<file path="src/rtl/regfile_arb_pkg.sv">
// Shared constants and types for the register-file writeback arbiter.
package regfile_arb_pkg;

  localparam int unsigned REG_ADDR_W = 5;
  localparam int unsigned MAX_REQ    = 4;
  localparam logic [REG_ADDR_W-1:0] ZERO_REG = 5'd0;

  // Wide enough to index up to MAX_REQ requesters.
  typedef logic [1:0] grant_idx_t;

endpackage

</file>
<file path="src/rtl/rr_priority_select.sv">
// Combinational priority selector: searches the request vector starting at
// start_i and wrapping, returning a one-hot grant, its index and a valid flag.
module rr_priority_select
  import regfile_arb_pkg::*;
#(
  parameter int unsigned NumReq = 2
) (
  input  logic [NumReq-1:0] req_i,
  input  grant_idx_t        start_i,
  output logic [NumReq-1:0] gnt_o,
  output grant_idx_t        idx_o,
  output logic              any_o
);

  int unsigned j;

  // First valid requester at or after start_i (mod NumReq) wins.
  always_comb begin
    gnt_o = '0;
    idx_o = '0;
    any_o = 1'b0;
    j     = 0;
    for (int unsigned k = 0; k < NumReq; k++) begin
      j = 32'(start_i) + k;
      if (j >= NumReq) begin
        j = j - NumReq;
      end
      if (!any_o && req_i[j]) begin
        gnt_o[j] = 1'b1;
        idx_o    = grant_idx_t'(j);
        any_o    = 1'b1;
      end
    end
  end

endmodule

</file>
<file path="src/rtl/regfile_wb_arbiter.sv">
// Writeback arbiter for the register file's single write port.
// Optional feature: define WB_ARB_ROUND_ROBIN_EN for round-robin arbitration;
// otherwise fixed priority with index 0 highest and no pointer state.
module regfile_wb_arbiter
  import regfile_arb_pkg::*;
#(
  parameter int unsigned NUM_REQ = 2,
  parameter int unsigned XLEN    = 32
) (
  input  logic                          clk,
  input  logic                          rst,
  input  logic [NUM_REQ-1:0]            req_valid,
  input  logic [NUM_REQ*REG_ADDR_W-1:0] req_addr,
  input  logic [NUM_REQ*XLEN-1:0]       req_data,
  output logic [NUM_REQ-1:0]            req_ready,
  input  logic                          hold,
  output logic                          rf_write_en,
  output logic [REG_ADDR_W-1:0]         rf_write_addr,
  output logic [XLEN-1:0]               rf_write_data,
  output grant_idx_t                    grant_idx
);

  logic [NUM_REQ-1:0]    req_eff;
  logic [NUM_REQ-1:0]    gnt;
  grant_idx_t            gnt_idx;
  logic                  gnt_any;
  grant_idx_t            start;
  logic [REG_ADDR_W-1:0] sel_addr;
  logic [XLEN-1:0]       sel_data;
  logic                  wr_en_q;
  logic [REG_ADDR_W-1:0] wr_addr_q;
  logic [XLEN-1:0]       wr_data_q;
  grant_idx_t            wr_idx_q;

  // No grants during reset or stall.
  assign req_eff = (rst || hold) ? '0 : req_valid;

`ifdef WB_ARB_ROUND_ROBIN_EN
  grant_idx_t ptr_d, ptr_q;

  // Pointer moves just past the granted requester; unchanged without a grant.
  always_comb begin
    ptr_d = ptr_q;
    if (gnt_any) begin
      ptr_d = (gnt_idx == grant_idx_t'(NUM_REQ - 1)) ? '0 : gnt_idx + 2'd1;
    end
  end

  // Priority pointer register.
  always_ff @(posedge clk) begin
    if (rst) begin
      ptr_q <= '0;
    end else begin
      ptr_q <= ptr_d;
    end
  end

  assign start = ptr_q;
`else
  assign start = '0;
`endif

  rr_priority_select #(
    .NumReq (NUM_REQ)
  ) u_select (
    .req_i   (req_eff),
    .start_i (start),
    .gnt_o   (gnt),
    .idx_o   (gnt_idx),
    .any_o   (gnt_any)
  );

  assign req_ready = gnt;

  // Route the granted requester's address and data using the one-hot grant.
  always_comb begin
    sel_addr = '0;
    sel_data = '0;
    for (int unsigned i = 0; i < NUM_REQ; i++) begin
      if (gnt[i]) begin
        sel_addr = req_addr[i*REG_ADDR_W +: REG_ADDR_W];
        sel_data = req_data[i*XLEN +: XLEN];
      end
    end
  end

  // Output stage: x0 writes complete the handshake but never assert the enable.
  always_ff @(posedge clk) begin
    if (rst) begin
      wr_en_q   <= 1'b0;
      wr_addr_q <= '0;
      wr_data_q <= '0;
      wr_idx_q  <= '0;
    end else begin
      wr_en_q <= gnt_any && (sel_addr != ZERO_REG);
      if (gnt_any && (sel_addr != ZERO_REG)) begin
        wr_addr_q <= sel_addr;
        wr_data_q <= sel_data;
        wr_idx_q  <= gnt_idx;
      end
    end
  end

  // A staged write is discarded if reset arrives before it reaches the file.
  assign rf_write_en   = wr_en_q && !rst;
  assign rf_write_addr = wr_addr_q;
  assign rf_write_data = wr_data_q;
  assign grant_idx     = wr_idx_q;

endmodule

</file>
<file path="config.mk">
export PLATFORM = sky130hd
export DESIGN_NAME = regfile_wb_arbiter
export DESIGN_NICKNAME = d
export VERILOG_FILES = /design/src/rtl/regfile_arb_pkg.sv /design/src/rtl/rr_priority_select.sv /design/src/rtl/regfile_wb_arbiter.sv
export SDC_FILE = /design/constraint.sdc
export NUM_CORES = 1
export LEC_CHECK = 0
export BUFFER_PORTS_ARGS = -buffer_cell sky130_fd_sc_hd__buf_2
export CAP_MARGIN = 40
export CORE_ASPECT_RATIO = 0.75
export CORE_UTILIZATION = 41
export CTS_BUF_LIST = sky130_fd_sc_hd__clkbuf_16
export CTS_CLUSTER_SIZE = 25
export DETAILED_ROUTE_END_ITERATION = 16
export GPL_ROUTABILITY_DRIVEN = 0
export PLACE_DENSITY = 0.79
export SLEW_MARGIN = 30
export SYNTH_ARGS = -nofsm -noshare
export SYNTH_HDL_FRONTEND = slang
export SYNTH_SLANG_ARGS = --single-unit
</file>
<file path="constraint.sdc">
create_clock -name clk -period 1.85 [get_ports clk]
set_input_delay 0.185 -clock clk [delete_from_list [all_inputs] [get_ports clk]]
set_output_delay 0.185 -clock clk [all_outputs]
set_load 0.05 [all_outputs]
</file>
==> reports/metrics.cfg <==
[run_status]
status = completed

[worst_setup_path]
cp_slowest_stage_delay_ns = 0.35
reg2reg_depth = 2
worstPathRequired_ns = 2.05
crit_cells = 7
cp-endpoint = rf_write_data[16]
arrival_ns = 1.69
endpoint_kind = flop
cp-start-kind = input port
r2r-start = grant_idx[0]
crit_buf_inv = 3
critical_path_class = in -> reg
worst_path_max_delay_cell = nor4_4
r2r-end = grant_idx[0]
path_cells = buf_2 > nor3b_1 > a211oi_2 > nor4_4 > buf_12 > buf_4 > mux2i_1
regToRegSetupSlack_ns = 1.02
cp-startpoint = req_valid[0]
crit_family = buffers and inverters
path_max_fanout = 20

[route]
dr_wl_met3_microns = 286
ant_nets = 0
wl_met1_microns = 1920
drc_errors = 0
vias = 1765
highest_layer = met4
avgViaCountPerCell = 4.92
wl_microns = 4380
dr.pass1.iters = 4
wire_per_inst_microns = 12.2
drt_iter0_drc = 55
wl_met2_microns = 2130

[synth]
synth.cell_area_sq_mm = 0.00179
ys_warn_count = 0
synth_fp_nets = 265
synth_area_leader_cell = dfxtp_1
synth-seq-area-share_pct = 43.7
syn-instance-count = 186
ys_types = 25
synthTopCellsByArea = dfxtp_1 44%, mux2i_1 18%, a22oi_1 13%
syn_area_per_cell_sq_um = 9.61
synthDominantCellAreaShare_pct = 43.7
synth-seq-cells = 39

[final_layout]
drive_gt1_share_pct = 46.4
n_antenna_cell = 0
area_growth_pct = 44.8
final_nets = 382
fin_util_pct = 63.1
nFillCells = 362

[clocking]
cts_made_buffers = 5
postCtsHoldBufs = 0
post-cts-setup-buffer-count = 0
cts.sinks = 39
clockRootBuffer = clkbuf_16
cts_tree = yes
clk_pin_slew_ns = 0.05
htree_num_levels = 2
clkLatencyLatePin_ns = 0.27
clk_path_buf_depth = 2
cts_resized = 0

[grt]
overflow = 0
antenna_found_initial = 0
grt_max_degree = 38
grt_pass1_wl_microns = 7100
grtUsageTotal_pct = 19.9
grt_pass1_vias = 1628

[timing]
max_slew_margin_pct = 60.2
fin_crit_ns = 1.49
period_share_pct = 80.5
setup_violations = 0
hold_violations = 0
finClkSkew_ns = 0
final_max_slew_viol_count = 0
timing.fmax_mhz = 672
tightest_slew_ns = 0.595
rsz0062_at_grt = false
totalNegativeSetupSlack_ns = 0

[pwr]
irDropWorstVdd_uv = 561
switching_share_pct = 27.2
p_comb_share_pct = 20.7
power_density_mw_per_mm2 = 895
clock_power_share_pct = 40.5
p_sw_uw = 629
seqPwrFrac_pct = 38.9
leakage_uw = 0.00134
p_int_uw = 1690

[placement]
dp_hpwl_microns = 3390
io_buffers = 119

[run]
drv_cap = 0

[die]
dieArea_sq_mm = 0.00463
die_w_microns = 78.3
io_pins = 121
die_y_microns = 59.2
initial_core_util_pct = 43.6
core_sq_mm = 0.00410
rows = 20

[hold_path]
hold_class = in -> reg

==> power by group through the flow <==
stage	Clock, uW	Combinational (uW)	Sequential [uW]
floorplan	0	194	1050
global placement	0	472	918
detailed placement	0	481	918
CTS	958	482	900
global route	993	512	904
finish	937	479	900
==> final cells by class <==
class,instances,area [sq um],share of cell area (%)
multi-input combinational,128,903,34.9
clock buffer,5,125,4.83
timing repair buffer,126,661,25.5
inverter,3,11.3,0.435
tap,55,68.8,2.66
clock inverter,3,38.8,1.50
sequential,39,781,30.2
==> registers in the layout, summed over array words and instances (netlist names) <==
| signal | flops |
|---|---|
| grant_idx | 1 |
| rf_write_addr | 5 |
| rf_write_data | 32 |
| wr_en_q | 1 |
==> worst reg2reg max path: stages (launching register included) <==
cell     delay, ns
dfxtp_1       0.31
nor2b_1       0.12
mux2_1        0.29
==> synthesized netlist by cell type, drive strengths merged <==
library cell	number
a211oi	1
a21oi	3
a22oi	32
a31o	3
a32o	2
and3	1
buf	8
clkbuf	8
conb	1
dfxtp	39
inv	3
mux2	1
mux2i	32
nand2	39
nand3b	3
nor2	2
nor2b	2
nor3b	1
nor4	1
o21ai	3
or2	1
==> per-layer routing <==
layer / track usage, % / vias up
met2: 37.7 / 67
li1: - / 901
met4: 7.14 / 0
met1: 21.5 / 792
met3: 5.69 / 5
met5: 0 / -
==> cells in the final DEF, fill, tap and decap left out, types with 2 or more instances in the layout <==
master,instances
nand2_1,39
mux2i_1,32
a21oi_1,2
dfxtp_1,39
buf_4,6
a32o_1,2
o21ai_0,3
a22oi_1,32
a31o_1,3
buf_2,119
nand3b_1,3
nor2b_1,2
inv_2,3
clkbuf_16,5
==> cells by family (layout without fill, tap and decap cells) <==
group / count (synthesis) / in the layout / share of synthesized area, %
AO/OA/AOI/OAI: 44 / 44 / 18.6
other: 1 / 1 / 0.210
flip-flops: 39 / 39 / 43.7
buffers and inverters: 19 / 137 / 5.81
AND/OR/NAND/NOR: 50 / 50 / 13.2
multiplexers: 33 / 33 / 18.5
==> worst min-delay path by stage <==
stage	cells past startpoint	start	slack, ns	to
after floorplan	2	req_data[22]	0.37	rf_write_data[22]
after global placement	2	rf_write_data[8]	0.44	rf_write_data[8]
after detailed placement	2	rf_write_data[19]	0.45	rf_write_data[19]
after CTS	3	req_data[29]	0.19	rf_write_data[29]
after global routing	3	req_data[0]	0.19	rf_write_data[0]
final	3	req_data[29]	0.19	rf_write_data[29]
==> metrics by stage <==
| stage | cell area, sq um | std cells | hold WS, ns | total power [uW] | worst slack, ns |
|---|---|---|---|---|---|
| after global routing | 2590 | 359 | 0.193 | 2410 | 0.228 |
| after global placement | 2420 | 351 | 0.442 | 1390 | 0.140 |
| after detailed placement | 2420 | 351 | 0.449 | 1400 | 0.0564 |
| final | 2590 | 359 | 0.189 | 2320 | 0.361 |
| after floorplan | 1790 | 186 | 0.373 | 1240 | 0.243 |
| after CTS | 2590 | 359 | 0.188 | 2340 | 0.351 |
Power figures use the tool's default switching activity.
